## src/rtl/fb_scanout_pkg.sv

```systemverilog
`default_nettype none
// ============================================================================
// Module   : fb_scanout_pkg
// Purpose  : 640x480@60 video timing constants and RGB565 -> RGB444 helper.
// Revision : 1.0
// ============================================================================
package fb_scanout_pkg;

    localparam int DEF_H_ACTIVE = 640;
    localparam int DEF_H_FP     = 16;
    localparam int DEF_H_SYNC   = 96;
    localparam int DEF_H_BP     = 48;
    localparam int DEF_V_ACTIVE = 480;
    localparam int DEF_V_FP     = 10;
    localparam int DEF_V_SYNC   = 2;
    localparam int DEF_V_BP     = 33;
    localparam int DEF_ADDR_W   = 19;

    localparam int DEF_H_TOTAL = DEF_H_ACTIVE + DEF_H_FP + DEF_H_SYNC + DEF_H_BP;
    localparam int DEF_V_TOTAL = DEF_V_ACTIVE + DEF_V_FP + DEF_V_SYNC + DEF_V_BP;

    // Keep the top nibble of each channel, dropping the extra green bit too.
    function automatic logic [11:0] rgb565_to_444(input logic [15:0] pix);
        return {pix[15:12], pix[10:7], pix[4:1]};
    endfunction

endpackage
`default_nettype wire

```

## src/rtl/vga_timing_gen.sv

```systemverilog
`default_nettype none
// ============================================================================
// Module   : vga_timing_gen
// Purpose  : Stage-0 raster counters and combinational sync/active decode.
// Revision : 1.0
// ============================================================================
module vga_timing_gen
    import fb_scanout_pkg::*;
#(
    parameter int H_ACTIVE = DEF_H_ACTIVE,
    parameter int H_FP     = DEF_H_FP,
    parameter int H_SYNC   = DEF_H_SYNC,
    parameter int H_BP     = DEF_H_BP,
    parameter int V_ACTIVE = DEF_V_ACTIVE,
    parameter int V_FP     = DEF_V_FP,
    parameter int V_SYNC   = DEF_V_SYNC,
    parameter int V_BP     = DEF_V_BP,
    parameter int H_W      = $clog2(H_ACTIVE + H_FP + H_SYNC + H_BP),
    parameter int V_W      = $clog2(V_ACTIVE + V_FP + V_SYNC + V_BP)
) (
    input  logic           clk,
    input  logic           rst,
    input  logic           pix_en,
    output logic [H_W-1:0] hcnt,
    output logic [V_W-1:0] vcnt,
    output logic           hsync_n,
    output logic           vsync_n,
    output logic           active,
    output logic           vblank,
    output logic           line_end,
    output logic           v_last,
    output logic           frame_start
);

    localparam int H_TOTAL = H_ACTIVE + H_FP + H_SYNC + H_BP;
    localparam int V_TOTAL = V_ACTIVE + V_FP + V_SYNC + V_BP;

    localparam logic [H_W-1:0] c_h_last     = H_W'(H_TOTAL - 1);
    localparam logic [V_W-1:0] c_v_last     = V_W'(V_TOTAL - 1);
    localparam logic [H_W-1:0] c_h_act      = H_W'(H_ACTIVE);
    localparam logic [V_W-1:0] c_v_act      = V_W'(V_ACTIVE);
    localparam logic [H_W-1:0] c_hs_start   = H_W'(H_ACTIVE + H_FP);
    localparam logic [H_W-1:0] c_hs_end     = H_W'(H_ACTIVE + H_FP + H_SYNC);
    localparam logic [V_W-1:0] c_vs_start   = V_W'(V_ACTIVE + V_FP);
    localparam logic [V_W-1:0] c_vs_end     = V_W'(V_ACTIVE + V_FP + V_SYNC);

    assign line_end = (hcnt == c_h_last);
    assign v_last   = (vcnt == c_v_last);
    assign active   = (hcnt < c_h_act) && (vcnt < c_v_act);
    assign vblank   = (vcnt >= c_v_act);
    assign hsync_n  = !((hcnt >= c_hs_start) && (hcnt < c_hs_end));
    assign vsync_n  = !((vcnt >= c_vs_start) && (vcnt < c_vs_end));

    always_ff @(posedge clk or posedge rst) begin
        if (rst) begin
            hcnt        <= '0;
            vcnt        <= '0;
            frame_start <= 1'b0;
        end else begin
            frame_start <= 1'b0;
            if (pix_en) begin
                if (line_end) begin
                    hcnt <= '0;
                    if (v_last) begin
                        vcnt        <= '0;
                        frame_start <= 1'b1;
                    end else begin
                        vcnt <= vcnt + 1'b1;
                    end
                end else begin
                    hcnt <= hcnt + 1'b1;
                end
            end
        end
    end

endmodule
`default_nettype wire

```

## src/rtl/fb_scanout.sv

```systemverilog
`default_nettype none
// ============================================================================
// Module   : fb_scanout
// Purpose  : Framebuffer read-back in raster order driving a 2-stage VGA port.
// Revision : 1.0
// ============================================================================
module fb_scanout
    import fb_scanout_pkg::*;
#(
    parameter int H_ACTIVE = DEF_H_ACTIVE,
    parameter int H_FP     = DEF_H_FP,
    parameter int H_SYNC   = DEF_H_SYNC,
    parameter int H_BP     = DEF_H_BP,
    parameter int V_ACTIVE = DEF_V_ACTIVE,
    parameter int V_FP     = DEF_V_FP,
    parameter int V_SYNC   = DEF_V_SYNC,
    parameter int V_BP     = DEF_V_BP,
    parameter int ADDR_W   = DEF_ADDR_W
) (
    input  logic              clk,
    input  logic              rst,
    input  logic              pix_en,
    output logic [ADDR_W-1:0] src_addr,
    output logic              src_rd,
    input  logic [15:0]       src_data,
    output logic              hs,
    output logic              vs,
    output logic              de,
    output logic [11:0]       rgb,
    output logic              vblank,
    output logic              frame_start
);

    localparam int H_W = $clog2(H_ACTIVE + H_FP + H_SYNC + H_BP);
    localparam int V_W = $clog2(V_ACTIVE + V_FP + V_SYNC + V_BP);

    logic [H_W-1:0]    w_hcnt;
    logic [V_W-1:0]    w_vcnt;
    logic              w_hsync_n;
    logic              w_vsync_n;
    logic              w_active;
    logic              w_line_end;
    logic              w_v_last;
    logic [ADDR_W-1:0] w_addr;

    logic [ADDR_W-1:0] r_line_base;
    logic              r_hs1;
    logic              r_vs1;
    logic              r_de1;

    vga_timing_gen #(
        .H_ACTIVE (H_ACTIVE),
        .H_FP     (H_FP),
        .H_SYNC   (H_SYNC),
        .H_BP     (H_BP),
        .V_ACTIVE (V_ACTIVE),
        .V_FP     (V_FP),
        .V_SYNC   (V_SYNC),
        .V_BP     (V_BP),
        .H_W      (H_W),
        .V_W      (V_W)
    ) u_timing (
        .clk         (clk),
        .rst         (rst),
        .pix_en      (pix_en),
        .hcnt        (w_hcnt),
        .vcnt        (w_vcnt),
        .hsync_n     (w_hsync_n),
        .vsync_n     (w_vsync_n),
        .active      (w_active),
        .vblank      (vblank),
        .line_end    (w_line_end),
        .v_last      (w_v_last),
        .frame_start (frame_start)
    );

    // Running line base replaces the y*640 multiply.
    assign w_addr = r_line_base + ADDR_W'(w_hcnt);

    always_ff @(posedge clk or posedge rst) begin
        if (rst) begin
            r_line_base <= '0;
            src_addr    <= '0;
            src_rd      <= 1'b0;
            r_hs1       <= 1'b1;
            r_vs1       <= 1'b1;
            r_de1       <= 1'b0;
            hs          <= 1'b1;
            vs          <= 1'b1;
            de          <= 1'b0;
            rgb         <= '0;
        end else begin
            src_rd <= 1'b0;
            if (pix_en) begin
                if (w_line_end) begin
                    if (w_v_last) begin
                        r_line_base <= '0;
                    end else if (!vblank) begin
                        r_line_base <= r_line_base + ADDR_W'(H_ACTIVE);
                    end
                end

                src_rd <= w_active;
                if (w_active) begin
                    src_addr <= w_addr;
                end
                r_hs1 <= w_hsync_n;
                r_vs1 <= w_vsync_n;
                r_de1 <= w_active;

                // src_data answers the read issued on the previous tick.
                rgb <= r_de1 ? rgb565_to_444(src_data) : 12'h000;
                hs  <= r_hs1;
                vs  <= r_vs1;
                de  <= r_de1;
            end
        end
    end

endmodule
`default_nettype wire

```

## config.mk

```make
export PLATFORM = sky130hd
export DESIGN_NAME = fb_scanout
export DESIGN_NICKNAME = d
export VERILOG_FILES = /design/src/rtl/fb_scanout_pkg.sv /design/src/rtl/vga_timing_gen.sv /design/src/rtl/fb_scanout.sv
export SDC_FILE = /design/constraint.sdc
export NUM_CORES = 1
export LEC_CHECK = 0
export CELL_PAD_IN_SITES_DETAIL_PLACEMENT = 1
export CELL_PAD_IN_SITES_GLOBAL_PLACEMENT = 1
export CORE_ASPECT_RATIO = 0.8
export CORE_UTILIZATION = 41
export DETAILED_ROUTE_END_ITERATION = 10
export PLACE_DENSITY_LB_ADDON = 0.12
export SLEW_MARGIN = 15
export SYNTH_ARGS = -nofsm -noshare
export SYNTH_HDL_FRONTEND = slang
export SYNTH_SLANG_ARGS = --single-unit
export TNS_END_PERCENT = 1
```

## constraint.sdc

```tcl
create_clock -name clk -period 2.6 [get_ports clk]
set_clock_uncertainty 0.05 [all_clocks]
set_input_delay 0.39 -clock clk [delete_from_list [all_inputs] [get_ports clk]]
set_output_delay 0.39 -clock clk [all_outputs]
set_load 0.05 [all_outputs]
```

Yosys cells after proc, flatten, opt, wreduce, memory -nomap -nowiden
Cells that the tools add are included.
{ "classes": {"addsub": 4, "magnitude_cmp": 7, "n_eq_ne": 3, "n_mux": 9, "reduce_logical": 8} }
{ "op_table": {"columns": ["operator", "count"], "rows": [
  ["$mux 19", 2],
  ["$add 10x1->10 const B", 2],
  ["$eq 10x10->1 const B", 2],
  ["$ge 10x9->1 const B", 2],
  ["$lt 10x10->1 const B", 2],
  ["$lt 10x9->1 const B", 2],
  ["$mux 10", 2],
  ["$add 19x10->19", 1],
  ["$add 19x10->19 const B", 1],
  ["$mux 12", 1],
  ["$ge 10x10->1 const B", 1],
  ["$mux 1", 4],
  ["$reduce_and 2->1", 2],
  ["$logic_and 1x1->1", 3],
  ["$reduce_and 3->1", 1],
  ["$logic_not 1->1", 2],
  ["$ne 2x1->1 const B", 1]
]} }
{ "totals": {"ff_bits": 78, "input_bits": 19, "out_inout_bits": 37, "wordCells": 44} }

Depth between registers and ports, before layout
{ "depth": {"ltp_word": 4, "depth_mapped": 7, "depth_no_buf": 6} }

Cells and area by module
A second synthesis with hierarchy kept.
{ "unflattened": {"hier_cells": 340, "hier_area_um2": 3454.6} }
{ "by_module_without_submodules": {"columns": ["mod", "n_inst", "cells_per_inst", "area_per_inst_um2", "seq_area_each_um2"], "rows": [
  ["fb_scanout", 1, 223, 2280.9, 1256.2],
  ["vga_timing_gen", 1, 117, 1173.6, 525.5]
]} }

Worst setup path before layout
OpenSTA, ideal clock, no wires.
{ "synth_timing": {"path_kind": "reg-to-reg", "from": "register u_timing.vcnt[5]", "to": "register r_line_base[16]", "setup_ns": 0.088, "arrival_time_ns": 2.020, "path_slack_ns": 0.442, "path_stages_with_launch": 7, "path_buffers": 2, "path_cell_list": "dfrtp_1 > clkbuf_1 > a41oi_2 > inv_1 > clkbuf_1 > a21oi_1 > o211ai_1"} }
{ "synth_between": {"elab_chain_cells": 3, "word_cells_on_any_way": 5} }
{ "synth_lines": {"columns": ["item", "line", "source"], "rows": [
  ["from (decl)", "vga_timing_gen.sv:25", "output logic [V_W-1:0] vcnt,"],
  ["from (signal assigned)", "vga_timing_gen.sv:68", "vcnt <= vcnt + 1'b1;"],
  ["$ge 10x9->1", "vga_timing_gen.sv:50", "assign vblank = (vcnt >= c_v_act);"],
  ["net vblank", "fb_scanout.sv:30", "output logic vblank,"],
  ["$ne 2x1->1 (no source line)", null, null],
  ["$reduce_and 3->1 (no source line)", null, null],
  ["to (signal assigned)", "fb_scanout.sv:99", "r_line_base <= r_line_base + ADDR_W'(H_ACTIVE);"],
  ["to (decl)", "fb_scanout.sv:46", "logic [ADDR_W-1:0] r_line_base;"]
]} }
The timed path passes the listed nets, and every way through them passes these cells.
A chain may end at the register's enable or synchronous reset.

Worst setup path after layout
{ "layout_timing": {"from": "register u_timing.vcnt[0]", "to": "register r_line_base[13]"} }
{ "layout_between": {"elab_chain_cells": 3, "word_cells_on_any_way": 5} }
{ "layout_lines": {"columns": ["item", "line"], "rows": [
  ["$ge 10x9->1 / $eq 10x10->1 (equally long branches)", "vga_timing_gen.sv:50, vga_timing_gen.sv:48"],
  ["$ne 2x1->1 (no source line)", null],
  ["$reduce_and 3->1 (no source line)", null]
]} }
Parallel ways exist; a longest one is shown, timed or not.

==> results <==
- The run finished with clean final reports.
- The final cell count without fillers is 527.
- Counting I/O delays and the setup requirement, the final critical path takes 2.208 ns.
- Based on the critical path, the design can be clocked at up to 0.4528 GHz.
- VDD sags by at most 0.4317 mV.
- The number of antenna cells inserted is 0.
- The wire length of the first global-routing pass is 14.77 mm.
- At the end of routability-driven placement, the weighted congestion stood at 0.8456.
- The starting utilization of the core area is 0.4264.
- The total clock buffers created by CTS is 9.
- The share of synthesized area in the top cell type comes to 0.4903.
- The proportion of register bits with asynchronous set or reset after synthesis is 1.000.
- At the pin with the least slew margin, the transition time is 0.5309 ns.
- Summed over all nets, the switching power comes to 924.8 uW.
- The die boundary width is 104.1 um.
- Setup violations remaining at the end of the flow were counted as 0.
- The maximum number of pins on one net before global-route repair is 31.
- The headroom to the max-slew limit is 0.6450.
- The tool flagged a number of max-cap violations equal to 0.
- The root buffer cell chosen for the clock tree is clkbuf_8.
- The post-synthesis area per instance is 9.499 sq um.
- The hold slack is 0.3485 ns.
- The type of the worst min-delay path is input pin to async pin.
- The full die area is 8712 sq um.
- The via count of the first global-routing pass is 2956.
- The most numerous cell in the Yosys netlist is dfrtp_1.
- The switching share of power is 0.3356.
- The number of unique standard cell types used by synthesis is 39.
- After the last flow step, the layout net total stands at 441.
- Of the total power, registers draw 0.483.
- The leakage power of the design is 1.834 nW.
- TritonCTS built the clock tree.
- Setup repair after global routing left no endpoint under its margin.
- Hold repair after CTS inserted 0 buffers.
- The die extent in y is 83.69 um.
- After clock tree synthesis, the clock-pin slew on the worst setup and hold paths is 0.07 ns.
- The share of the cycle needed by the critical path after routing is 0.8494.
- During I/O placement, the number of pins put on the boundary was 56.
- Before antenna repair, the detailed router went through 4 iterations.
- The area growth from synthesis to layout is 24.55%.
- In this run the core area contains 29 standard-cell rows.
- The category of the worst setup path capture point is a register.
- The share of the core filled with cells is 0.5311.
- The placed wire-length estimate after detailed placement is 6.182 mm.
- In this run the tool buffered the top-level ports with 51 buffer cells.
- The total of cells resized after clock tree synthesis is 0.
- The path type of the worst setup path is register to register.
- The count of clock tree sinks is 71.
- Dividing total power by cell area gives a power density of 646.9 nW/um^2.
- The via count normalized by instance count is 5.454.
- The clock latency on the worst-skew pair is 0.35 ns.
- The Yosys step of the flow raised 0 warnings.
- In the final layout, the multi-input gates occupy 1458 sq um.
- Sorting the synthesized cells by how often they occur yields dfrtp_1, nand2_1, o21ai_0.
- The largest area contributor in the netlist is dfrtp_1.
- Counting along the longest clock path gives a buffer depth of 2.
- The filler cells instantiated in the layout total 919.
- In this run the cell area of the synthesized design comes to 3420 sq um.
- The least setup slack across all paths after layout is 0.3915 ns.
- The H-tree depth is 3.
- Prior to clock tree synthesis, the placed netlist has a worst setup slack of 0.3207 ns.
- The maximum net fanout on the critical path is 5.
- The post-placement cell count is 511.
- STA puts the critical path data required time at 2.80 ns.
- The total count of hold-check failures in the final report is 0.
- The post-route antenna net violation count is 0.
- The region available for standard cell placement spans 8019 sq um.
- Of the total power, combinational logic draws 0.228.
- Data arrives at the worst endpoint at 2.41 ns.
- The number of pins with negative max-slew slack in the final report is 0.
- The number of enable-type register cells in the synthesized netlist is 0.
- For this run, the register share of the synthesized area comes to 0.5210.
- The commonest register cell after synthesis is dfrtp_1.
- The aggregate routed wire length is 8.618 mm.
- For this run, design rule violations remaining after detail routing come to 0.
- Synthesis handed over a netlist of 360 instances.
- The number of nets in the synthesized netlist is 387.
- Once the clock tree was built, the setup fixing pass inserted 0 buffers.
- The number of antenna violations at the first check in global routing came to 0.
- In the final timing run, aggregate negative setup slack is 0 ns.
- The total global routing overflow is 0.
- In the global route stage, overall resource usage came out at 0.2165.
- The sort of element at the start of the critical path is a register.
- Synthesis inferred 71 register bits.
- In this run, the number of DRC markers left after iteration 0 of detailed routing was 121.
- The count of vias placed by the detailed router is 2874.
- Of the cells placed in the final design, the portion with a size suffix greater than 1 is 0.09308.
- Dividing the detail-routed wire length by the instance count gives 16.35 um.
- In the post-synthesis netlist, the biggest area contributors are dfrtp_1, o21ai_0, nand2_1, xnor2_1, dfstp_2.
- The share of total power dissipated in the clock network is 0.290.
- The flip-flop and latch area is 1782 sq um.
- Internal power comes to 1.830 mW.
## layout by cell type (no fill, tap or decap), types with 2 or more instances in the layout
| cell type | instances |
|---|---|
| inv_1 | 27 |
| and4_1 | 4 |
| nor3_1 | 9 |
| mux2_2 | 4 |
| clkbuf_8 | 11 |
| or3_1 | 7 |
| o31ai_1 | 5 |
| and3_1 | 5 |
| or4_1 | 4 |
| ha_1 | 8 |
| a31oi_1 | 5 |
| a22o_1 | 4 |
| xor2_1 | 2 |
| a41oi_1 | 2 |
| o2111ai_1 | 2 |
| nand3_1 | 8 |
| a211o_1 | 2 |
| nand2b_1 | 2 |
| o21ai_0 | 40 |
| nor2_1 | 16 |
| nand4_1 | 11 |
| xnor2_1 | 17 |
| nand2_1 | 52 |
| dfrtp_1 | 67 |
| buf_4 | 11 |
| nor4_1 | 6 |
| a21o_1 | 4 |
| clkbuf_1 | 2 |
| a21oi_1 | 11 |
| clkinv_2 | 2 |
| and2_1 | 3 |
| dfstp_2 | 4 |
| clkdlybuf4s50_1 | 50 |
## metal layers
| metal | vias up | wire length, um | global-route usage |
|---|---|---|---|
| met1 | 1431 | 4080 | 0.2937 |
| met4 | 0 | 127 | 0.07532 |
| li1 | 1362 | - | - |
| met3 | 14 | 359 | 0.04450 |
| met2 | 67 | 4050 | 0.3461 |
| met5 | - | 0 | 0 |
## path summary, 6_finish.rpt
check	from	endpoint	slack [ns]	cells after the start
worst max register to register	u_timing.vcnt[0]$_DFFE_PP0P_	r_line_base[13]$_DFFE_PP0P_	0.39	6
worst min register to register	src_addr[6]$_DFFE_PP0P_	src_addr[6]$_DFFE_PP0P_	0.43	2
worst min-delay path	rst	src_addr[12]$_DFFE_PP0P_	0.35	2
max in group asynchronous	rst	r_hs1$_DFFE_PP1P_	1.53	3
min in group clk	src_addr[6]$_DFFE_PP0P_	src_addr[6]$_DFFE_PP0P_	0.43	2
worst max-delay path	u_timing.vcnt[0]$_DFFE_PP0P_	r_line_base[13]$_DFFE_PP0P_	0.39	6
## area by class of cell
cell class,instances,share of cell area
multi-input combinational,242,0.3422
inverter,28,0.02468
tap,108,0.03173
timing repair buffer,62,0.1416
clock buffer,13,0.03731
clock inverter,3,0.004113
sequential,71,0.4183
## worst max-delay path, cell delays in order (launching register included)
cell and delay [ns]:
dfrtp_1 0.43, inv_1 0.12, ha_1 0.16, nand2b_1 0.07, or4_1 0.69, a211o_1 0.36
a211oi_2 0.23
## cells by family after synthesis
group,count (synthesis),synth area share
XOR/XNOR,19,0.04866
buffers and inverters,47,0.05269
flip-flops,71,0.5210
AND/OR/NAND/NOR,130,0.1881
multiplexers,4,0.01317
AO/OA/AOI/OAI,81,0.1471
adder cells (fa/ha/maj),8,0.02927
## sequential cells by signal, summed over array words and instances (netlist names), 10 cells and up
signal and cells:
src_addr 19, u_timing.hcnt 10, rgb 12, u_timing.vcnt 10
r_line_base 12
## power groups by stage
stage | logic, mW | clock network [mW] | registers, mW
2_1_floorplan | 0.192 | 0 | 1.55
3_3_place_gp | 0.614 | 0 | 1.34
3_5_place_dp | 0.630 | 0 | 1.35
4_1_cts | 0.635 | 0.825 | 1.33
5_1_grt | 0.676 | 0.856 | 1.35
6_report | 0.627 | 0.798 | 1.33
## through the flow
stage	total power, mW	cell area (sq um)
floorplan	1.742	3420
global placement	1.958	4083
detailed placement	1.981	4083
global route	2.879	4259
finish	2.755	4259
CTS	2.790	4259
(Power assumes the default switching activity.)
